$ cat src/rtl/alu_acc_sequencer.sv
// Control stage in front of an external 4-bit ALU: takes one command at a time,
// keeps the accumulator and carry flag, and returns each result over a valid/ready port.
module alu_acc_sequencer #(
  parameter logic [3:0] RESET_ACC = 4'h0,
  parameter int         CNT_W     = 8
) (
  input  logic             Clk,
  input  logic             Reset,
  input  logic             CmdValid,
  output logic             CmdReady,
  input  logic [3:0]       CmdOp,
  input  logic [3:0]       CmdData,
  input  logic             CmdUseCarry,
  output logic [3:0]       AluA,
  output logic [3:0]       AluB,
  output logic [2:0]       AluControl,
  output logic             AluCin,
  input  logic [3:0]       AluOut,
  input  logic             AluCout,
  output logic             ResValid,
  input  logic             ResReady,
  output logic [3:0]       ResData,
  output logic             ResCarry,
  output logic [CNT_W-1:0] OpCount
);

  typedef enum logic [1:0] {
    S_IDLE = 2'd0,
    S_EXEC = 2'd1,
    S_RESP = 2'd2
  } state_t;

  localparam logic [3:0] OP_LOAD = 4'b1000;
  localparam logic [3:0] OP_CLRC = 4'b1001;

  state_t           state_q, state_d;
  logic [3:0]       acc_q, acc_d;
  logic             carry_q, carry_d;
  logic [3:0]       alu_b_q, alu_b_d;
  logic [2:0]       alu_ctrl_q, alu_ctrl_d;
  logic             alu_cin_q, alu_cin_d;
  logic [3:0]       op_q, op_d;
  logic [3:0]       data_q, data_d;
  logic [3:0]       res_data_q, res_data_d;
  logic             res_carry_q, res_carry_d;
  logic [CNT_W-1:0] cnt_q, cnt_d;

  always_ff @(posedge Clk or posedge Reset) begin
    if (Reset) begin
      state_q     <= S_IDLE;
      acc_q       <= RESET_ACC;
      carry_q     <= 1'b0;
      alu_b_q     <= 4'h0;
      alu_ctrl_q  <= 3'd0;
      alu_cin_q   <= 1'b0;
      op_q        <= 4'h0;
      data_q      <= 4'h0;
      res_data_q  <= 4'h0;
      res_carry_q <= 1'b0;
      cnt_q       <= '0;
    end else begin
      state_q     <= state_d;
      acc_q       <= acc_d;
      carry_q     <= carry_d;
      alu_b_q     <= alu_b_d;
      alu_ctrl_q  <= alu_ctrl_d;
      alu_cin_q   <= alu_cin_d;
      op_q        <= op_d;
      data_q      <= data_d;
      res_data_q  <= res_data_d;
      res_carry_q <= res_carry_d;
      cnt_q       <= cnt_d;
    end
  end

  always_comb begin
    state_d     = state_q;
    acc_d       = acc_q;
    carry_d     = carry_q;
    alu_b_d     = alu_b_q;
    alu_ctrl_d  = alu_ctrl_q;
    alu_cin_d   = alu_cin_q;
    op_d        = op_q;
    data_d      = data_q;
    res_data_d  = res_data_q;
    res_carry_d = res_carry_q;
    cnt_d       = cnt_q;

    case (state_q)
      S_IDLE: begin
        if (CmdValid) begin
          op_d   = CmdOp;
          data_d = CmdData;
          // Alu* only move for ALU ops so they stay stable for the external ALU otherwise.
          if (!CmdOp[3]) begin
            alu_b_d    = CmdData;
            alu_ctrl_d = CmdOp[2:0];
            alu_cin_d  = CmdUseCarry & carry_q;
          end
          state_d = S_EXEC;
        end
      end
      S_EXEC: begin
        if (!op_q[3]) begin
          acc_d   = AluOut;
          carry_d = AluCout;
        end else begin
          case (op_q)
            OP_LOAD: acc_d   = data_q;
            OP_CLRC: carry_d = 1'b0;
            default: ;
          endcase
        end
        res_data_d  = acc_d;
        res_carry_d = carry_d;
        state_d     = S_RESP;
      end
      S_RESP: begin
        if (ResReady) begin
          cnt_d   = cnt_q + CNT_W'(1);
          state_d = S_IDLE;
        end
      end
      default: state_d = S_IDLE;
    endcase
  end

  assign CmdReady   = (state_q == S_IDLE);
  assign ResValid   = (state_q == S_RESP);
  assign AluA       = acc_q;
  assign AluB       = alu_b_q;
  assign AluControl = alu_ctrl_q;
  assign AluCin     = alu_cin_q;
  assign ResData    = res_data_q;
  assign ResCarry   = res_carry_q;
  assign OpCount    = cnt_q;

endmodule
$ cat config.mk
export PLATFORM = sky130hd
export DESIGN_NAME = alu_acc_sequencer
export DESIGN_NICKNAME = d
export VERILOG_FILES = /design/src/rtl/alu_acc_sequencer.sv
export SDC_FILE = /design/constraint.sdc
export NUM_CORES = 1
export LEC_CHECK = 0
export CORE_MARGIN = 2
export CORE_UTILIZATION = 44
export DETAILED_ROUTE_END_ITERATION = 7
export HOLD_SLACK_MARGIN = 0.06
export PLACE_DENSITY = 0.77
export SYNTH_ARGS = -nofsm -noshare
export SYNTH_HDL_FRONTEND = slang
export SYNTH_SLANG_ARGS = --single-unit
export TNS_END_PERCENT = 5
$ cat constraint.sdc
create_clock -name Clk -period 2 [get_ports Clk]
set_input_delay 0.6 -clock Clk [delete_from_list [all_inputs] [get_ports Clk]]
set_output_delay 0.6 -clock Clk [all_outputs]
set_load 0.01 [all_outputs]
==> impl_metrics.csv, run 1 <==
group,metric,value,unit
status,status,"finished, final reports clean",
timing,timing.fmax,520,MHz
clock_tree,clock-sinks,31,
route,drcViolationCount,0,
min_path,hp-class,"reg -> reg",
route,ant_nets,0,
place,port_buffers,44,
power,switching_power,0.864,mW
clock_tree,cts_root_buf,"clkbuf_4",
synthesis,synthCells,99,
power,p_total,2.74,mW
synthesis,synth_area,1350,um^2
floorplan,fp.dieH,59.3,um
synthesis,synthDistinctLibCells,25,
floorplan,start_util,45.2,%
synthesis,avgSynthCellArea,13.6,um^2
worst_setup_path,worstSetupPathType,"reg -> out",
worst_setup_path,end_kind,"output pin",
synthesis,synth_seq_area_share,57.6,%
timing,period_share,96.1,%
route,drt_iter0_drc,38,
power,p_int,1.88,mW
clock_tree,cts_hold_buffers,0,
power,p_sw_share,31.5,%
route,via_per_inst,5.14,
clock_tree,h-tree-depth,2,
timing,whs,477,ps
synthesis,post-synth-top-area-cell,"dfrtp_1",
power,power_density,1450,nW/um^2
synthesis,synthArstFlopShare,100,%
global_route,grt_usage,17.7,%
worst_setup_path,critical_path.top_delay_family,"buffers and inverters",
finish,design_area,1890,um^2
place,gp_congestion,0.867,
global_route,grt_overflow,0,
worst_setup_path,crit_arrival,1320,ps
place,post_dp_cell_area,1820,um^2
clock_tree,cts_buffer_depth,2,
route,finalWirelength,2630,um
synthesis,synth_warnings,0,
worst_setup_path,crit_path_cell_trace,"clkdlybuf4s50_1",
worst_setup_path,cp_num_buf_inv,1,
global_route,grt_pass1_wl,4510,um
worst_setup_path,critPathMaxStageDelay,570,ps
timing,slew_headroom,74.5,%
power,seqPwrFrac,41.6,%
power,p_leak,0.791,nW
timing,finalHoldViolCount,0,
floorplan,dieArea,3520,um^2
power,clkPwrFrac,15.0,%
synthesis,ys_ff_latch,31,
global_route,grt_max_degree,32,
route,dr.pass1.iters,4,
timing,worstMarginPinSlew,383,ps
floorplan,core_area,2980,um^2
power,vdd_drop_max,0.737,mV
worst_setup_path,r2r_slack,590,ps
clock_tree,cts_buffers,5,
timing,grt_setup_unrepaired,"no",
timing,fin_worst_skew,6.71,ps
clock_tree,clk-insertion-delay-late,320,ps
synthesis,synth_nets,118,
floorplan,die_w,59.3,um
worst_setup_path,cpMaxStageDelayCell,"clkdlybuf4s50_1",
synthesis,synth_top_area_share,57.6,%
finish,finalNetCount,167,
worst_setup_path,cp-startpoint,"OpCount[0]",
timing,period_needed,1920,ps
global_route,antenna_found_initial,0,
timing,slew_violations,0,
finish,antenna_cells,0,
worst_setup_path,worstPathRequired,1400,ps
place,post-dp-hpwl,1930,um
synthesis,synth_commonest_cells,"dfrtp_1 (31), mux2_2 (23), xnor2_1 (7), inv_1 (5), buf_4 (4)",
global_route,grt_pass1_vias,965,
clock_tree,cts_tree,"done",
worst_setup_path,crit_fanout,5,
finish,final_layout_size_suffix_gt1_share,27.5,%
job,cap_viol_max_count,0,
finish,syn_to_final_growth,40.2,%
clock_tree,path_clk_slew,90,ps
floorplan,rows,20,
synthesis,synthMostInstantiatedCell,"dfrtp_1",
synthesis,synthFlopType,"dfrtp_1",
timing,setup_viol,0,
worst_setup_path,r2r-start,"state_q[0]",
worst_setup_path,start_kind,"register",
route,vias,936,
floorplan,pin_count,45,
synthesis,synth_edf_count,0,
synthesis,synth.area.top_cells,"dfrtp_1 (58%), mux2_2 (19%), xnor2_1 (4.6%), buf_4 (2.2%), nor4b_4 (1.8%)",
min_path,hp-start,"OpCount[7]",
clock_tree,cts_setup_buffers,0,
timing,setup_tns,0,ps
route,wl_per_cell,14.5,um
power,combPwrFrac,43.4,%
-- cells by family after synthesis --
| logic type | after synthesis | synth area share, % |
|---|---|---|
| AO/OA/AOI/OAI | 5 | 2.32 |
| XOR/XNOR | 7 | 4.55 |
| multiplexers | 23 | 19.2 |
| buffers and inverters | 11 | 4.27 |
| flip-flops | 31 | 57.6 |
| adder cells (fa/ha/maj) | 1 | 0.929 |
| AND/OR/NAND/NOR | 21 | 11.1 |
-- worst reg2reg max path: cells and delay by family, from the launching register on --
| kind | cells | cell delay [ps] |
|---|---|---|
| flops | 1 | 390 |
| buf+inv | 2 | 370 |
| mux | 1 | 350 |
| simple gates | 1 | 190 |
-- power by group through the flow --
| stage | logic [mW] | clock network, mW | registers (mW) |
|---|---|---|---|
| 2_1_floorplan | 0.593 | 0 | 1.17 |
| 3_3_place_gp | 1.19 | 0 | 1.13 |
| 3_5_place_dp | 1.22 | 0 | 1.15 |
| 4_1_cts | 1.21 | 0.421 | 1.14 |
| 5_1_grt | 1.30 | 0.449 | 1.19 |
| 6_report | 1.19 | 0.410 | 1.14 |
-- stage by stage --
stage	std cells	utilization, %	setup slack (ps)
2_1_floorplan	99	-	412
3_3_place_gp	174	61.1	1.87
3_5_place_dp	174	61.1	-22.5
4_1_cts	182	63.4	53.0
5_1_grt	182	63.4	19.5
6_report	182	63.4	77.1
-- state kept, by name, summed over array words and instances (netlist names), 2 cells and up --
| register | flops |
|---|---|
| AluB | 4 |
| ResData | 4 |
| AluControl | 3 |
| state_q | 2 |
| op_q | 4 |
| data_q | 4 |
| OpCount | 8 |
-- final timing paths --
| path | endpoint | cells past startpoint |
|---|---|---|
| min in group asynchronous | ResData[1] | 3 |
| setup / recovery | OpCount[0] | 1 |
| setup reg to reg | AluB[2] | 4 |
| hold reg to reg | OpCount[7] | 1 |
| hold / removal | OpCount[7] | 1 |
| max in group asynchronous | state_q[1] | 3 |
-- per-layer routing --
layer | up-vias | wire length (um) | global-route usage (%) | share of wire [%]
met3 | 4 | 153 | 5.24 | 5.8
met4 | 0 | 27 | 6.82 | 1.0
met2 | 37 | 1340 | 29.7 | 51
met1 | 454 | 1120 | 21.2 | 42
met5 | - | 0 | 0 | 0
li1 | 441 | - | - | -
-- placed cells by master (no fill, tap or decap), types with 3 or more instances in the layout --
cell type / n
clkdlybuf4s50_1: 42
dfrtp_1: 29
mux2_2: 23
xnor2_1: 7
inv_1: 5
clkbuf_4: 5
buf_4: 4
nand3_1: 3
nand4_1: 3
nor2_1: 3
-- repair_timing --
item	CTS	global route
pin swaps	0	0
endpoints found under the setup margin	2	1
resized for setup	3	1
-- area by class of cell --
class                           instances  area [um^2]
Inverter                                5         18.8
Timing Repair Buffer                   48          468
Fill cell                             248         1090
Multi-Input combinational cell         57          513
Tap cell                               33         41.3
Clock buffer                            8         68.8
Sequential cell                        31          778
Power figures use the tool's default switching activity.
==> run 2: changes to the inputs <==
--- a/config.mk
+++ b/config.mk
@@ -5,11 +5,14 @@
 export SDC_FILE = /design/constraint.sdc
 export NUM_CORES = 1
 export LEC_CHECK = 0
+export CELL_PAD_IN_SITES_DETAIL_PLACEMENT = 1
+export CELL_PAD_IN_SITES_GLOBAL_PLACEMENT = 1
 export CORE_MARGIN = 2
-export CORE_UTILIZATION = 44
+export CORE_UTILIZATION = 35
 export DETAILED_ROUTE_END_ITERATION = 7
 export HOLD_SLACK_MARGIN = 0.06
-export PLACE_DENSITY = 0.77
+export PLACE_DENSITY_LB_ADDON = 0.1
+export SETUP_SLACK_MARGIN = 0.2
 export SYNTH_ARGS = -nofsm -noshare
 export SYNTH_HDL_FRONTEND = slang
 export SYNTH_SLANG_ARGS = --single-unit
==> impl_metrics.csv, run 2 (synthesized netlist as in run 1, its figures left out) <==
group,metric,value,unit
floorplan,pin_count,45,
route,wl_per_cell,13.7,um
place,post-dp-hpwl,2020,um
job,cap_viol_max_count,0,
floorplan,dieArea,4360,um^2
global_route,antenna_found_initial,0,
clock_tree,cts_buffer_depth,2,
timing,setup_tns,0,ps
floorplan,die_w,66.0,um
finish,largest_reg_flops,8,
clock_tree,clock-sinks,31,
timing,setup_ws,157,ps
timing,grt_setup_unrepaired,"yes",
place,gp_congestion,0.699,
route,ant_nets,0,
route,via_per_inst,4.70,
worst_setup_path,cpMaxStageDelayCell,"clkdlybuf4s50_1",
floorplan,fp.dieH,66.0,um
timing,finalHoldViolCount,0,
finish,stdcell_count,200,
finish,antenna_cells,0,
worst_setup_path,crit_fanout,6,
timing,timing.fmax,543,MHz
timing,slew_headroom,74.0,%
power,p_leak,0.829,nW
route,finalWirelength,2750,um
floorplan,core_area,3690,um^2
clock_tree,cts_hold_buffers,0,
finish,layout_common_cells,"clkdlybuf4s50_1 (42), dfrtp_1 (29), mux2_2 (23), xnor2_1 (7), buf_4 (7)",
timing,slew_violations,0,
global_route,grt_max_degree,32,
finish,finalNetCount,170,
worst_setup_path,crit_arrival,1240,ps
finish,finish.utilization,53.6,%
timing,setup_viol,0,
finish,syn_to_final_growth,46.9,%
min_path,hp-class,"reg -> reg",
global_route,grt_overflow,0,
place,port_buffers,44,
finish,final_common_cell,"clkdlybuf4s50_1",
power,vdd_drop_max,0.678,mV
global_route,grt_usage,15.4,%
clock_tree,h-tree-depth,2,
status,status,"finished, final reports clean",
timing,worstMarginPinSlew,390,ps
power,p_total,2.97,mW
route,dr.pass1.iters,3,
place,dp_slack,-18.4,ps
clock_tree,cts_root_buf,"clkbuf_8",
worst_setup_path,end_kind,"output pin",
timing,period_share,92.1,%
place,dp.cells,190,
floorplan,start_util,36.5,%
finish,final_layout_size_suffix_gt1_share,29.6,%
route,drt_iter0_drc,32,
clock_tree,path_clk_slew,60,ps
worst_setup_path,critPathMaxStageDelay,550,ps
route,drcViolationCount,0,
timing,period_needed,1840,ps
clock_tree,cts_buffers,5,
timing,fin_worst_skew,5.73,ps
worst_setup_path,critical_path.top_delay_family,"buffers and inverters",
route,vias,940,
floorplan,rows,22,
worst_setup_path,crit_path_cell_trace,"clkdlybuf4s50_1",
power,power_density,1500,nW/um^2
worst_setup_path,cp_num_buf_inv,1,
global_route,grt_pass1_vias,998,
global_route,grt_pass1_wl,4970,um
worst_setup_path,worstSetupPathType,"reg -> out",
worst_setup_path,worstPathRequired,1400,ps
worst_setup_path,start_kind,"register",
clock_tree,clk-insertion-delay-late,280,ps
clock_tree,cts_tree,"done",
run 2: power by group:
part           switching, mW  internal (mW)
logic                  0.436          0.785
clock network          0.226          0.403
registers              0.216          0.908
total                  0.877           2.10
run 2: layout make-up:
| type | instances | area, um^2 |
|---|---|---|
| fillers | 383 | 1710 |
| multi-input cells | 57 | 513 |
| clock buffers | 6 | 82.6 |
| flip-flops and latches | 31 | 778 |
| inverters | 5 | 18.8 |
| clock inverters | 2 | 35.0 |
| well taps | 48 | 60.1 |
| repair buffers | 51 | 490 |
run 2: path summary, 6_finish.rpt:
path                                 start       endpoint  slack [ps]  cells past startpoint
worst max-delay path            OpCount[3]     OpCount[3]         160                      1
worst min-delay path            OpCount[7]     OpCount[7]         490                      1
worst max register to register  state_q[0]  AluControl[0]         560                      4
worst min register to register  OpCount[7]     OpCount[7]         490                      1
max in group asynchronous            Reset     state_q[1]         990                      3
min in group asynchronous            Reset     ResData[3]         710                      3
run 2: per-layer routing:
layer	global-route usage, %	routed length (um)	vias to the layer above
met1	18.6	1130	466
li1	-	-	442
met2	26.1	1430	27
met5	0	0	-
met3	4.09	138	5
met4	6.12	41	0
run 2: repair_timing:
item,4_1_cts,5_1_grt
cloned,0,0
resized for setup,4,0
setup buffers,1,1
setup endpoints to repair,12,26
run 2: through the flow:
| step | cell area (um^2) | hold slack (ps) |
|---|---|---|
| finish | 1980 | 491 |
| global route | 1980 | 522 |
| CTS | 1970 | 508 |
| detailed placement | 1850 | 495 |
| global placement | 1850 | 464 |
| floorplan | 1350 | 475 |
==> run 3: changes to the inputs <==
--- a/config.mk
+++ b/config.mk
@@ -10,10 +10,10 @@
 export CORE_MARGIN = 2
 export CORE_UTILIZATION = 35
 export DETAILED_ROUTE_END_ITERATION = 7
-export HOLD_SLACK_MARGIN = 0.06
+export HOLD_SLACK_MARGIN = 0.02
 export PLACE_DENSITY_LB_ADDON = 0.1
 export SETUP_SLACK_MARGIN = 0.2
 export SYNTH_ARGS = -nofsm -noshare
 export SYNTH_HDL_FRONTEND = slang
 export SYNTH_SLANG_ARGS = --single-unit
-export TNS_END_PERCENT = 5
+export TNS_END_PERCENT = 100
==> constraint.sdc (replaced) <==
create_clock -name Clk -period 2 [get_ports Clk]
set_input_delay 0.6 -clock Clk [delete_from_list [all_inputs] [get_ports Clk]]
set_output_delay 0.6 -clock Clk [all_outputs]
set_load 0.1 [all_outputs]
==> impl_metrics.csv, run 3 (synthesized netlist as in run 1, its figures left out) <==
group,metric,value,unit
job,cap_viol_max_count,0,
finish,fillers,356,
timing,fin_worst_skew,10.5,ps
timing,setup_viol,0,
route,drt_iter0_drc,15,
timing,slew_headroom,74.4,%
finish,layout_common_cells,"buf_12 (27), dfrtp_1 (23), mux2_2 (23), clkdlybuf4s50_1 (17), dfrtp_2 (8)",
clock_tree,cts_root_buf,"clkbuf_8",
route,dr.pass1.iters,3,
worst_setup_path,crit_arrival,1170,ps
floorplan,rows,22,
worst_setup_path,worstSetupPathType,"reg -> out",
clock_tree,cts_buffer_depth,2,
timing,finalHoldViolCount,0,
finish,stdcell_count,197,
clock_tree,path_clk_slew,60,ps
worst_setup_path,start_kind,"register",
clock_tree,cts_tree,"done",
clock_tree,clk-insertion-delay-late,280,ps
timing,setup_tns,0,ps
place,port_buffers,44,
place,post-dp-hpwl,2440,um
finish,largest_reg_flops,8,
floorplan,start_util,36.5,%
floorplan,core_area,3690,um^2
worst_setup_path,end_kind,"output pin",
timing,worstMarginPinSlew,384,ps
place,dp.cells,188,
global_route,grt_max_degree,32,
route,drcViolationCount,0,
floorplan,dieArea,4360,um^2
clock_tree,h-tree-depth,2,
worst_setup_path,worstPathRequired,1400,ps
clock_tree,cts_hold_buffers,0,
global_route,grt_usage,16.9,%
route,via_per_inst,4.85,
global_route,grt_pass1_wl,5350,um
place,gp_congestion,0.761,
route,ant_nets,0,
floorplan,pin_count,45,
clock_tree,cts_buffers,5,
timing,period_needed,1770,ps
global_route,grt_pass1_vias,1083,
timing,period_share,88.3,%
timing,timing.fmax,566,MHz
route,vias,955,
worst_setup_path,crit_fanout,6,
finish,antenna_cells,0,
timing,slew_violations,0,
timing,grt_setup_unrepaired,"yes",
finish,finalNetCount,167,
route,wl_per_cell,16.0,um
finish,final_layout_size_suffix_gt1_share,51.0,%
global_route,grt_overflow,0,
finish,finish.utilization,60.8,%
clock_tree,clock-sinks,31,
global_route,antenna_found_initial,0,
route,finalWirelength,3150,um
floorplan,die_w,66.0,um
status,status,"finished, final reports clean",
finish,syn_to_final_growth,66.5,%
min_path,hp-class,"reg -> reg",
finish,final_common_cell,"buf_12",
floorplan,fp.dieH,66.0,um
run 3: cell types whose count changed in the layout (fill, tap and decap cells not counted):
cell / change
buf_12: +27
nor2_2: +1
buf_4: -4
dfrtp_1: -6
buf_6: +1
dfrtp_2: +6
nor2_1: -1
clkdlybuf4s50_1: -25
dlygate4sd2_1: -2
run 3: final cells by class:
class / count / area, um^2 / area share [%]
Sequential cell: 31 / 786 / 35.0
Timing Repair Buffer: 48 / 744 / 33.2
Multi-Input combinational cell: 57 / 515 / 23.0
Clock buffer: 6 / 82.6 / 3.68
Tap cell: 48 / 60.1 / 2.68
Clock inverter: 2 / 35.0 / 1.56
Inverter: 5 / 18.8 / 0.837
run 3: what timing repair did:
action,4_1_cts,5_1_grt
gates resized for setup,1,2
gates cloned,0,0
endpoints found under the setup margin,1,5
buffers inserted,1,0
run 3: critical path: stages (launching register included):
cell     delay [ps]
dfrtp_2         450
and2b_2         260
buf_12          170
run 3: path summary, 6_finish.rpt:
check / start / end / slack [ps] / depth (start not counted)
setup reg to reg: state_q[1] / AluControl[2] / 600 / 3
hold / removal: data_q[0] / data_q[0] / 520 / 1
hold reg to reg: data_q[0] / data_q[0] / 520 / 1
max in group asynchronous: Reset / state_q[0] / 990 / 3
setup / recovery: state_q[0] / ResValid / 230 / 2
min in group asynchronous: Reset / data_q[2] / 700 / 3
run 3: through the flow:
step	hold slack (ps)	instance area [um^2]	setup slack, ps
final	517	2240	235
after global routing	536	2240	194
after CTS	522	2240	222
after detailed placement	504	2110	-52.5
after global placement	491	2110	-1.62
after floorplan	475	1360	154
run 3: layer usage:
layer  wire (um)  up-vias  part of all wire, %  global-route usage, %
met1        1130      479                   36                   17.9
met2        1760       31                   56                   31.1
met5           0        -                    0                      0
met3         206        7                  6.5                   4.60
met4          53        0                  1.7                   7.65
li1            -      438                    -                      -
Power of run 3 is not shown: default switching activity piles up to over one toggle a cycle in this logic, so the estimate is an artifact.
